File: src/rtl/fetch_seq_if.sv
// Bus bundle between the fetch sequencer and its controller/decoder.
// Optional retired counter port exists only when FETCH_RETIRE_CNT_EN is defined.
interface fetch_seq_if #(
    parameter int PC_W = 16
);
    // start is a one-cycle request qualified by the sequencer's own state
    // (honoured in IDLE/HALTED only); there is no ready back-pressure.
    logic            start;
    logic [PC_W-1:0] start_addr;
    logic            stall;
    logic            branch_taken;
    logic [PC_W-1:0] jmp_loc;
    logic            halt;
    logic [PC_W-1:0] pc;
    logic            running;
    logic            done;
    logic [1:0]      dbg_state;
`ifdef FETCH_RETIRE_CNT_EN
    logic [15:0]     retired;
`endif

    modport master (
        output start, start_addr, stall, branch_taken, jmp_loc, halt,
        input  pc, running, done, dbg_state
`ifdef FETCH_RETIRE_CNT_EN
        , input retired
`endif
    );

    modport slave (
        input  start, start_addr, stall, branch_taken, jmp_loc, halt,
        output pc, running, done, dbg_state
`ifdef FETCH_RETIRE_CNT_EN
        , output retired
`endif
    );
endinterface

File: src/rtl/fetch_seq.sv
// Program-counter sequencer: IDLE -> RUN -> HALTED with stall/halt/branch priority.
// Define FETCH_RETIRE_CNT_EN to add the saturating 16-bit retired counter.
module fetch_seq #(
    parameter int PC_W     = 16,
    parameter int RESET_PC = 0
) (
    input logic          clk,
    input logic          reset_n,
    fetch_seq_if.slave   bus
);
    typedef enum logic [1:0] {
        IDLE   = 2'd0,
        RUN    = 2'd1,
        HALTED = 2'd2
    } state_t;

    state_t          state;
    logic [PC_W-1:0] pc_q;
    logic            running_q;
    logic            done_q;
`ifdef FETCH_RETIRE_CNT_EN
    logic [15:0]     retired_q;
`endif

    always_ff @(posedge clk) begin
        if (!reset_n) begin
            state     <= IDLE;
            pc_q      <= PC_W'(RESET_PC);
            running_q <= 1'b0;
            done_q    <= 1'b0;
`ifdef FETCH_RETIRE_CNT_EN
            retired_q <= 16'd0;
`endif
        end else begin
            done_q <= 1'b0;
            case (state)
                IDLE, HALTED: begin
                    if (bus.start) begin
                        pc_q      <= bus.start_addr;
                        state     <= RUN;
                        running_q <= 1'b1;
`ifdef FETCH_RETIRE_CNT_EN
                        retired_q <= 16'd0;
`endif
                    end
                end
                RUN: begin
                    // stall freezes everything, including a pending halt or branch
                    if (!bus.stall) begin
                        if (bus.halt) begin
                            state     <= HALTED;
                            running_q <= 1'b0;
                            done_q    <= 1'b1;
                        end else begin
                            if (bus.branch_taken) pc_q <= bus.jmp_loc;
                            else                  pc_q <= pc_q + 1'b1;
`ifdef FETCH_RETIRE_CNT_EN
                            if (retired_q != 16'hFFFF) retired_q <= retired_q + 16'd1;
`endif
                        end
                    end
                end
                default: begin
                    state     <= IDLE;
                    running_q <= 1'b0;
                end
            endcase
        end
    end

    assign bus.pc        = pc_q;
    assign bus.running   = running_q;
    assign bus.done      = done_q;
    assign bus.dbg_state = state;
`ifdef FETCH_RETIRE_CNT_EN
    assign bus.retired   = retired_q;
`endif
endmodule

File: src/flat_wrapper.sv
// flat-port wrapper written by rule: the top's interface ports become plain ports
module fetch_seq_flat 
#(
    parameter int PC_W     = 16,
    parameter int RESET_PC = 0
)
  (clk, reset_n, bus_start, bus_start_addr, bus_stall, bus_branch_taken, bus_jmp_loc, bus_halt, bus_pc, bus_running, bus_done, bus_dbg_state);
  fetch_seq_if #(.PC_W(PC_W)) bus_i ();
  input logic clk;
  input logic reset_n;
  input wire logic [$bits(bus_i.start)-1:0] bus_start;
  input wire logic [$bits(bus_i.start_addr)-1:0] bus_start_addr;
  input wire logic [$bits(bus_i.stall)-1:0] bus_stall;
  input wire logic [$bits(bus_i.branch_taken)-1:0] bus_branch_taken;
  input wire logic [$bits(bus_i.jmp_loc)-1:0] bus_jmp_loc;
  input wire logic [$bits(bus_i.halt)-1:0] bus_halt;
  output wire logic [$bits(bus_i.pc)-1:0] bus_pc;
  output wire logic [$bits(bus_i.running)-1:0] bus_running;
  output wire logic [$bits(bus_i.done)-1:0] bus_done;
  output wire logic [$bits(bus_i.dbg_state)-1:0] bus_dbg_state;
  assign bus_i.start = bus_start;
  assign bus_i.start_addr = bus_start_addr;
  assign bus_i.stall = bus_stall;
  assign bus_i.branch_taken = bus_branch_taken;
  assign bus_i.jmp_loc = bus_jmp_loc;
  assign bus_i.halt = bus_halt;
  assign bus_pc = bus_i.pc;
  assign bus_running = bus_i.running;
  assign bus_done = bus_i.done;
  assign bus_dbg_state = bus_i.dbg_state;
  fetch_seq #(.PC_W(PC_W), .RESET_PC(RESET_PC)) u_core (.clk(clk), .reset_n(reset_n), .bus(bus_i));
endmodule
File: config.mk
export PLATFORM = sky130hd
export DESIGN_NAME = fetch_seq_flat
export DESIGN_NICKNAME = d
export VERILOG_FILES = /design/src/rtl/fetch_seq_if.sv /design/src/rtl/fetch_seq.sv /design/src/flat_wrapper.sv
export SDC_FILE = /design/constraint.sdc
export NUM_CORES = 1
export LEC_CHECK = 0
export CORE_AREA = 3 3 72 74
export CTS_CLUSTER_DIAMETER = 80
export CTS_CLUSTER_SIZE = 30
export DETAILED_ROUTE_END_ITERATION = 10
export DIE_AREA = 0 0 75 77
export GPL_TIMING_DRIVEN = 1
export SLEW_MARGIN = 20
export SYNTH_ARGS = -nofsm -noshare
export SYNTH_HDL_FRONTEND = slang
export SYNTH_SLANG_ARGS = --single-unit
File: constraint.sdc
create_clock -name clk -period 4 [get_ports clk]
set_input_delay 0.4 -clock clk [delete_from_list [all_inputs] [get_ports clk]]
set_output_delay 0.4 -clock clk [all_outputs]
set_load 0.01 [all_outputs]
==> reports/qor.csv, run 1 <==
stage,metric,value,unit
outcome,status,completed,
logic_synthesis,Synth top area share,26.0,%
clock_tree,TritonCTS clock tree,built,
grt,largest net degree at the start of global routing,21,
route,initial DRC count,93,
floorplan,core area,4660,um2
floorplan,Initial Util,33.0,%
layout,Syn-to-layout area delta,38.6,%
timing,fmax,0.449,GHz
clock_tree,clk root buf,clkbuf_8,
logic_synthesis,synth unique cells,55,
logic_synthesis,"top cells by area, synth","dfxtp_1, a221oi_2, a21oi_1",
layout,# diodes,0,
clock_tree,PostCTS Resize Cnt,0,
clock_tree,"Clk Latency, worst-skew pair",0.26,ns
layout,fillers,463,
grt,initial antenna violation count,0,
logic_synthesis,"flops & latches, synth",20,
worst_setup_path,worst path arrival time,2.36,ns
clock_tree,hold_buf cts,0,
grt,GRT overflow,0,
logic_synthesis,cell taking the most area after synthesis,dfxtp_1,
timing,final hold violation count,0,
layout,design area,2130,um2
logic_synthesis,post-synthesis net count,224,
route,vias per cell,5.50,
place,# port buffers,57,
timing,Final setup viols,0,
power,Leakage,0.000708,uW
place,Placer Congestion,0.777,
clock_tree,Worst-path clk slew,0.08,ns
logic_synthesis,average size of a mapped cell,8.31,um2
route,routed len/inst,15.8,um
logic_synthesis,Cells after Synth,185,
clock_tree,number of H-tree levels,1,
timing,final setup skew,0.00363,ns
clock_tree,clock sinks,20,
timing,Worst slew margin,52.2,%
power,Worst VDD drop,137,uV
floorplan,FP Rows,25,
clock_tree,setup bufs post-CTS,0,
place,Area after DPL,2090,um2
grt,first-pass GRT wire length,7.42,mm
power,Power per Cell Area,266,nW/um2
timing,RSZ-0062 raised after global routing,false,
logic_synthesis,"Seq/Total Area, Yosys",26.0,%
grt,GRT Util Overall,16.1,%
floorplan,Die Y-Extent,77,um
timing,final period utilization,55.7,%
worst_setup_path,Startpoint Class,primary input,
worst_setup_path,classification of the worst setup path,primary input to flip-flop,
route,drt drc,0,
floorplan,Die ar.,5780,um2
clock_tree,Clock Path Buffers,2,
logic_synthesis,Yosys warnings,0,
floorplan,Die X-Extent,75,um
worst_setup_path,Worst setup EP type,flip-flop,
grt,number of global-route vias before repair,1509,
logic_synthesis,"EDFF count, synth",0,
route,Vias,1579,
route,final antenna-violating net count,0,
timing,Final min period,2.23,ns
worst_hold_path,Hold Crit Class,flip-flop to flip-flop,
layout,share of cells above drive strength 1,10.3,%
place,hpwl dp,3.23,mm
worst_setup_path,"Data required, critical path",4.13,ns
route,WL final,4.52,mm
timing,Total Neg Setup Slack,0,ns
clock_tree,Num CTS Buffers,3,
layout,# nets final,274,
floorplan,io pins,58,
logic_synthesis,ys async rst share,0,%
timing,max-slew violation count,0,
job,MaxCap Viol Count,0,
logic_synthesis,ys flop type,dfxtp_1,
worst_setup_path,CP Max Fanout,20,
timing,Worst Tran Pin Value,0.715,ns
logic_synthesis,Synth Cell Area,1540,um2
route,first-pass iteration count of the detailed router,4,
cell type report:
cell class | count | area [um2] | area share [%]
flip-flops and latches | 20 | 400 | 18.8
repair buffers | 58 | 578 | 27.1
multi-input cells | 146 | 1020 | 47.9
well taps | 54 | 67.6 | 3.17
clock buffers | 3 | 41.3 | 1.94
inverters | 6 | 22.5 | 1.06
critical path, stage by stage:
cell,delay [ns]
clkdlybuf4s50_1,0.93
inv_1,0.39
or3_1,0.45
o211ai_1,0.11
a221oi_2,0.08
metrics by stage:
stage	hold WS (ns)	utilization [%]	total power (uW)	std cells	setup slack, ns
detailed placement	0.484	44.8	432	284	1.47
finish	0.503	45.7	567	287	1.77
floorplan	0.526	-	345	185	2.27
global placement	0.487	44.8	432	284	1.52
CTS	0.508	45.7	573	287	1.76
global route	0.556	45.7	600	287	1.60
cell families (layout without fill, tap and decap cells):
| logic type | Yosys count | after routing | share of synthesized area, % |
|---|---|---|---|
| adders and majority gates | 1 | 1 | 0.814 |
| DFF | 20 | 20 | 26.0 |
| AOI/OAI and AO/OA | 64 | 64 | 30.4 |
| xor gates and xnor gates | 5 | 5 | 2.85 |
| muxes | 3 | 3 | 1.95 |
| and+or+nand+nor | 73 | 73 | 30.4 |
| buffers and inverters | 19 | 67 | 7.57 |
report_power, final:
part	switching (uW)	leakage [uW]	internal, uW	total (uW)
Sequential	26.8	0.000165	216	243
Combinational	83.0	0.000522	101	184
Clock	73.4	0.0000216	67.4	141
Total	183	0.000708	384	567
cells in the mapped netlist, types with 2 or more instances:
cell,count
nor4_1,3
o211ai_1,2
xnor2_1,3
a221oi_2,6
buf_6,4
dfxtp_1,20
nor2b_1,2
or4_1,2
inv_1,6
a21oi_1,14
a211oi_1,5
and2_1,2
and3_1,7
nand3_2,2
o21ai_1,7
o21ai_0,12
and4_1,3
o31ai_1,3
mux2i_1,3
or3_1,2
a21o_1,3
nand4_1,2
xor2_1,2
nor3_1,4
nor2_1,11
buf_2,5
clkbuf_1,3
nor4_2,2
and4bb_2,2
nand3_1,6
nand2_1,13
layout by cell type, fill, tap and decap left out, drive strengths merged, types with 2 or more instances in the layout:
master,count
clkdlybuf4s50,57
dfxtp,20
o21ai,19
a21oi,15
nand2,14
nor2,11
nand3,8
and3,7
inv,6
a221oi,6
a211oi,5
nor4,5
nor3,4
and4,3
mux2i,3
xnor2,3
o31ai,3
a21o,3
clkbuf,3
o211ai,3
nor2b,2
and4bb,2
nand4,2
or3,2
and2,2
or4,2
xor2,2
nand2b,2
a41oi,2
a31o,2
sequential cells by signal (all words and copies together), names as in the netlist:
register              flops
u_core.bus.pc            16
u_core.bus.running        1
u_core.bus.dbg_state      2
u_core.bus.done           1
worst paths after layout:
kind	startpoint	end	slack [ns]	cells after the start
hold / removal	u_core.bus.running	u_core.bus.running	0.50	2
setup / recovery	bus_branch_taken	u_core.bus.pc[13]	1.77	5
hold reg to reg	u_core.bus.running	u_core.bus.running	0.50	2
setup reg to reg	u_core.bus.dbg_state[0]	u_core.bus.pc[14]	2.06	4
metal layers:
metal / vias up / routed length [um] / share of wire, % / global-route usage, %
met5: - / 0 / 0 / 0
met4: 0 / 15 / 0.33 / 3.56
met3: 2 / 268 / 5.9 / 3.54
met2: 44 / 2140 / 47 / 24.7
met1: 725 / 2100 / 46 / 22.7
li1: 808 / - / - / -
Power figures use the tool's default switching activity.
==> run 2, diff against run 1 <==
- clock period: 4 -> 1.9 ns (I/O delays scaled with it)
==> reports/qor.csv, run 2 (synthesis results as in run 1) <==
stage,metric,value,unit
worst_setup_path,Startpoint Class,flip-flop,
clock_tree,Clock Path Buffers,2,
layout,fillers,463,
timing,Total Neg Setup Slack,0,ns
timing,hold slack,0.505,ns
route,first-pass iteration count of the detailed router,4,
floorplan,Initial Util,33.0,%
timing,final period utilization,90.5,%
floorplan,core area,4660,um2
power,Power per Cell Area,562,nW/um2
place,hpwl dp,3.60,mm
place,Place WS,-0.0257,ns
grt,GRT overflow,0,
timing,Final min period,1.72,ns
power,Worst VDD drop,324,uV
timing,RSZ-0062 raised after global routing,false,
grt,GRT Util Overall,17.0,%
clock_tree,"Clk Latency, worst-skew pair",0.27,ns
layout,"most common cell after layout, fill and taps aside",clkdlybuf4s50_1,
timing,final setup skew,0.00672,ns
layout,Syn-to-layout area delta,49.2,%
worst_setup_path,CP Max Fanout,3,
layout,# nets final,294,
layout,final core occ,49.2,%
timing,max-slew violation count,0,
worst_hold_path,Hold Crit Class,flip-flop to flip-flop,
job,MaxCap Viol Count,0,
layout,"commonest non-fill, non-tap cells in the layout","clkdlybuf4s50_1, buf_4, dfxtp_1, a21oi_1, nand2_1",
clock_tree,Num CTS Buffers,3,
layout,# diodes,0,
clock_tree,clock sinks,20,
layout,design area,2290,um2
worst_setup_path,Worst setup EP type,flip-flop,
grt,number of global-route vias before repair,1610,
place,Placer Congestion,0.789,
route,vias per cell,5.48,
layout,share of cells above drive strength 1,17.7,%
worst_setup_path,"Data required, critical path",2.09,ns
floorplan,Die Y-Extent,77,um
layout,Largest register FFs,16,
clock_tree,clk root buf,clkbuf_8,
floorplan,Die X-Extent,75,um
timing,fin worst setup slack,0.181,ns
grt,initial antenna violation count,0,
route,final antenna-violating net count,0,
clock_tree,number of H-tree levels,1,
timing,fmax,0.582,GHz
worst_setup_path,worst path arrival time,1.91,ns
timing,Worst slew margin,64.5,%
route,routed len/inst,15.4,um
timing,final hold violation count,0,
outcome,status,completed,
place,# port buffers,57,
route,Vias,1689,
clock_tree,Worst-path clk slew,0.08,ns
grt,first-pass GRT wire length,7.78,mm
power,Leakage,0.000814,uW
layout,area of the multi-input gates,1020,um2
grt,largest net degree at the start of global routing,17,
floorplan,Die ar.,5780,um2
timing,Final setup viols,0,
timing,Worst Tran Pin Value,0.533,ns
clock_tree,setup bufs post-CTS,0,
worst_setup_path,classification of the worst setup path,flip-flop to flip-flop,
clock_tree,hold_buf cts,0,
layout,Reg area,400,um2
place,Area after DPL,2240,um2
worst_setup_path,flop2flop setup slack,0.18,ns
clock_tree,PostCTS Resize Cnt,0,
floorplan,io pins,58,
route,drt drc,0,
route,initial DRC count,97,
route,WL final,4.74,mm
clock_tree,TritonCTS clock tree,built,
floorplan,FP Rows,25,
## run 2: cell count changes in the layout (fill, tap and decap cells not counted), sizes merged
cell,delta
buf,+20
clkbuf,+1
## run 2: power breakdown
group,switching [uW],leakage [uW],total [uW],internal (uW)
sequential,44.8,0.000165,500,455
clock,157,0.0000288,342,185
combinational,200,0.000621,448,248
total,402,0.000814,1290,888
## run 2: routing by layer
metal	vias up	GRT usage [%]	share of wire, %	wire, um
met4	0	3.74	0.61	29
met3	2	3.28	6.2	292
li1	848	-	-	-
met5	-	0	0	0
met1	781	23.8	45	2150
met2	58	26.5	48	2270
## run 2: metrics by stage
stage                     cells  total power, uW
after floorplan             185              727
after global placement      304              955
after detailed placement    304              958
after CTS                   308             1300
after global routing        308             1370
final                       308             1290
## run 2: worst paths after layout
path                                          from                  to  depth (start not counted)
worst max register to register    u_core.bus.pc[0]   u_core.bus.pc[10]                          5
worst min-delay path            u_core.bus.running  u_core.bus.running                          2
worst min register to register  u_core.bus.running  u_core.bus.running                          2
worst max-delay path              u_core.bus.pc[0]   u_core.bus.pc[10]                          5
## run 2: layout make-up
type | instances | share of cell area, %
Timing Repair Buffer | 78 | 31.7
Sequential cell | 20 | 17.4
Clock buffer | 4 | 2.40
Inverter | 6 | 0.981
Tap cell | 54 | 2.94
Multi-Input combinational cell | 146 | 44.5
## run 2: critical path: stages, from the launching register on
cell and delay, ns:
dfxtp_1 0.35, ha_1 0.21, nand3_1 0.16, or4_1 0.50, a31o_1 0.23, a221oi_2 0.20
==> run 3, diff against run 2 <==
- CORE_AREA: 3 3 72 74 -> 3 3 67 69
- DIE_AREA: 0 0 75 77 -> 0 0 70 72
- PLACE_DENSITY: unset -> 0.74
==> reports/qor.csv, run 3 (synthesis results as in run 1) <==
stage,metric,value,unit
worst_hold_path,hold_sp,u_core.bus.running,
place,Area after DPL,2230,um2
clock_tree,TritonCTS clock tree,built,
worst_hold_path,Hold Crit Class,flip-flop to flip-flop,
power,internal power,888,uW
layout,design area,2290,um2
clock_tree,Clock Path Buffers,2,
place,Placer Congestion,0.824,
clock_tree,clk root buf,clkbuf_8,
layout,# diodes,0,
layout,share of cells above drive strength 1,17.5,%
timing,Final setup viols,0,
power,Leakage,0.000808,uW
timing,final period utilization,91.2,%
worst_setup_path,reg2reg end,u_core.bus.pc[10],
timing,Worst slew margin,65.6,%
power,net switching power,394,uW
grt,number of global-route vias before repair,1646,
grt,GRT overflow,0,
layout,final core occ,57.6,%
grt,largest net degree at the start of global routing,19,
floorplan,core area,3970,um2
layout,"most common cell after layout, fill and taps aside",clkdlybuf4s50_1,
power,Sw Share,30.7,%
floorplan,Die ar.,5040,um2
worst_setup_path,flop2flop setup slack,0.17,ns
route,first-pass iteration count of the detailed router,4,
outcome,status,completed,
floorplan,io pins,58,
route,vias per cell,5.60,
worst_setup_path,worst path arrival time,1.92,ns
worst_setup_path,CP top delay family,simple AND/OR/NAND/NOR gates,
floorplan,Die X-Extent,70,um
worst_setup_path,number of cells on the critical path,5,
timing,max-slew violation count,0,
clock_tree,clock sinks,20,
power,Seq pwr share,39.1,%
layout,Non-Filler Instances,302,
layout,"commonest non-fill, non-tap cells in the layout","clkdlybuf4s50_1, dfxtp_1, buf_4, a21oi_1, nand2_1",
timing,Worst Tran Pin Value,0.515,ns
timing,final hold violation count,0,
grt,GRT Util Overall,18.4,%
floorplan,Die Y-Extent,72,um
worst_hold_path,WHS Endpoint,u_core.bus.running,
timing,final setup skew,0.00843,ns
grt,first-pass GRT wire length,7.63,mm
route,routed len/inst,15.2,um
clock_tree,hold_buf cts,0,
layout,Syn-to-layout area delta,48.8,%
layout,Largest register FFs,16,
timing,RSZ-0062 raised after global routing,false,
power,Worst VDD drop,326,uV
clock_tree,"Clk Latency, worst-skew pair",0.26,ns
worst_setup_path,"Buf+Inv Stages, Crit Path",0,
place,# port buffers,57,
floorplan,Initial Util,38.7,%
power,Power per Cell Area,560,nW/um2
worst_setup_path,classification of the worst setup path,flip-flop to flip-flop,
job,MaxCap Viol Count,0,
route,final antenna-violating net count,0,
power,Logic pwr share,34.7,%
worst_setup_path,Worst Setup SP,u_core.bus.pc[0],
route,drt drc,0,
worst_hold_path,Hold Path Depth,2,
timing,fmax,0.577,GHz
worst_setup_path,CP Max Fanout,3,
worst_setup_path,FF-to-FF Start,u_core.bus.pc[0],
worst_setup_path,"Data required, critical path",2.08,ns
worst_setup_path,Startpoint Class,flip-flop,
place,Cells after DPL,298,
power,clock share of power,26.2,%
clock_tree,Num CTS Buffers,3,
route,initial DRC count,104,
layout,fillers,390,
place,hpwl dp,3.51,mm
clock_tree,number of H-tree levels,1,
layout,# nets final,292,
worst_setup_path,r2r worst-path depth,5,
worst_setup_path,"Cell Chain, Critical Path","ha_1, nand3_1, or4_1, a31o_1, a221oi_2",
worst_setup_path,"slowest stage delay, CP",0.50,ns
clock_tree,setup bufs post-CTS,0,
worst_setup_path,Worst setup EP type,flip-flop,
floorplan,FP Rows,23,
clock_tree,Worst-path clk slew,0.08,ns
route,WL final,4.58,mm
grt,initial antenna violation count,0,
route,Vias,1692,
timing,Final min period,1.73,ns
clock_tree,PostCTS Resize Cnt,0,
worst_setup_path,CP max-delay cell,or4_1,
## run 3: cell type report
| class | instances | area [um2] | area share (%) |
|---|---|---|---|
| timing repair buffer | 76 | 726 | 31.7 |
| inverter | 6 | 22.5 | 0.984 |
| clock buffer | 4 | 55.1 | 2.41 |
| multi-input combinational | 146 | 1020 | 44.7 |
| tap | 50 | 62.6 | 2.73 |
| sequential | 20 | 400 | 17.5 |
## run 3: routing by layer
metal | global-route usage [%] | part of all wire (%) | vias to the layer above
met4 | 5.96 | 1.7 | 0
met5 | 0 | 0 | -
li1 | - | - | 841
met2 | 31.2 | 48 | 48
met3 | 3.46 | 4.5 | 9
met1 | 23.8 | 46 | 794
## run 3: worst max-delay path by stage
stage          slack (ns)                 to
2_1_floorplan        0.17  u_core.bus.pc[10]
3_3_place_gp        0.007  u_core.bus.pc[14]
3_5_place_dp        -0.01  u_core.bus.pc[14]
4_1_cts              0.17  u_core.bus.pc[10]
5_1_grt              0.05  u_core.bus.pc[10]
6_report             0.17  u_core.bus.pc[10]
## run 3: through the flow
stage / power [uW] / TNS [ns] / hold slack [ns] / setup WS [ns]
floorplan: 727 / 0 / 0.361 / 0.167
global placement: 948 / 0 / 0.492 / 0.00731
detailed placement: 955 / -0.0113 / 0.494 / -0.0113
CTS: 1280 / 0 / 0.525 / 0.173
global route: 1350 / 0 / 0.558 / 0.0540
finish: 1280 / 0 / 0.521 / 0.168
## run 3: tightest hold or removal path, stage by stage, from the launching register on
cell and delay, ns:
dfxtp_1 0.34, a21oi_1 0.06, nor2_1 0.08
## run 3: power groups by stage
stage	combinational (uW)	clock, uW	sequential (uW)
after global routing	483	356	510
after CTS	447	336	502
after global placement	439	0	510
after detailed placement	443	0	512
final	445	335	502
after floorplan	204	0	523
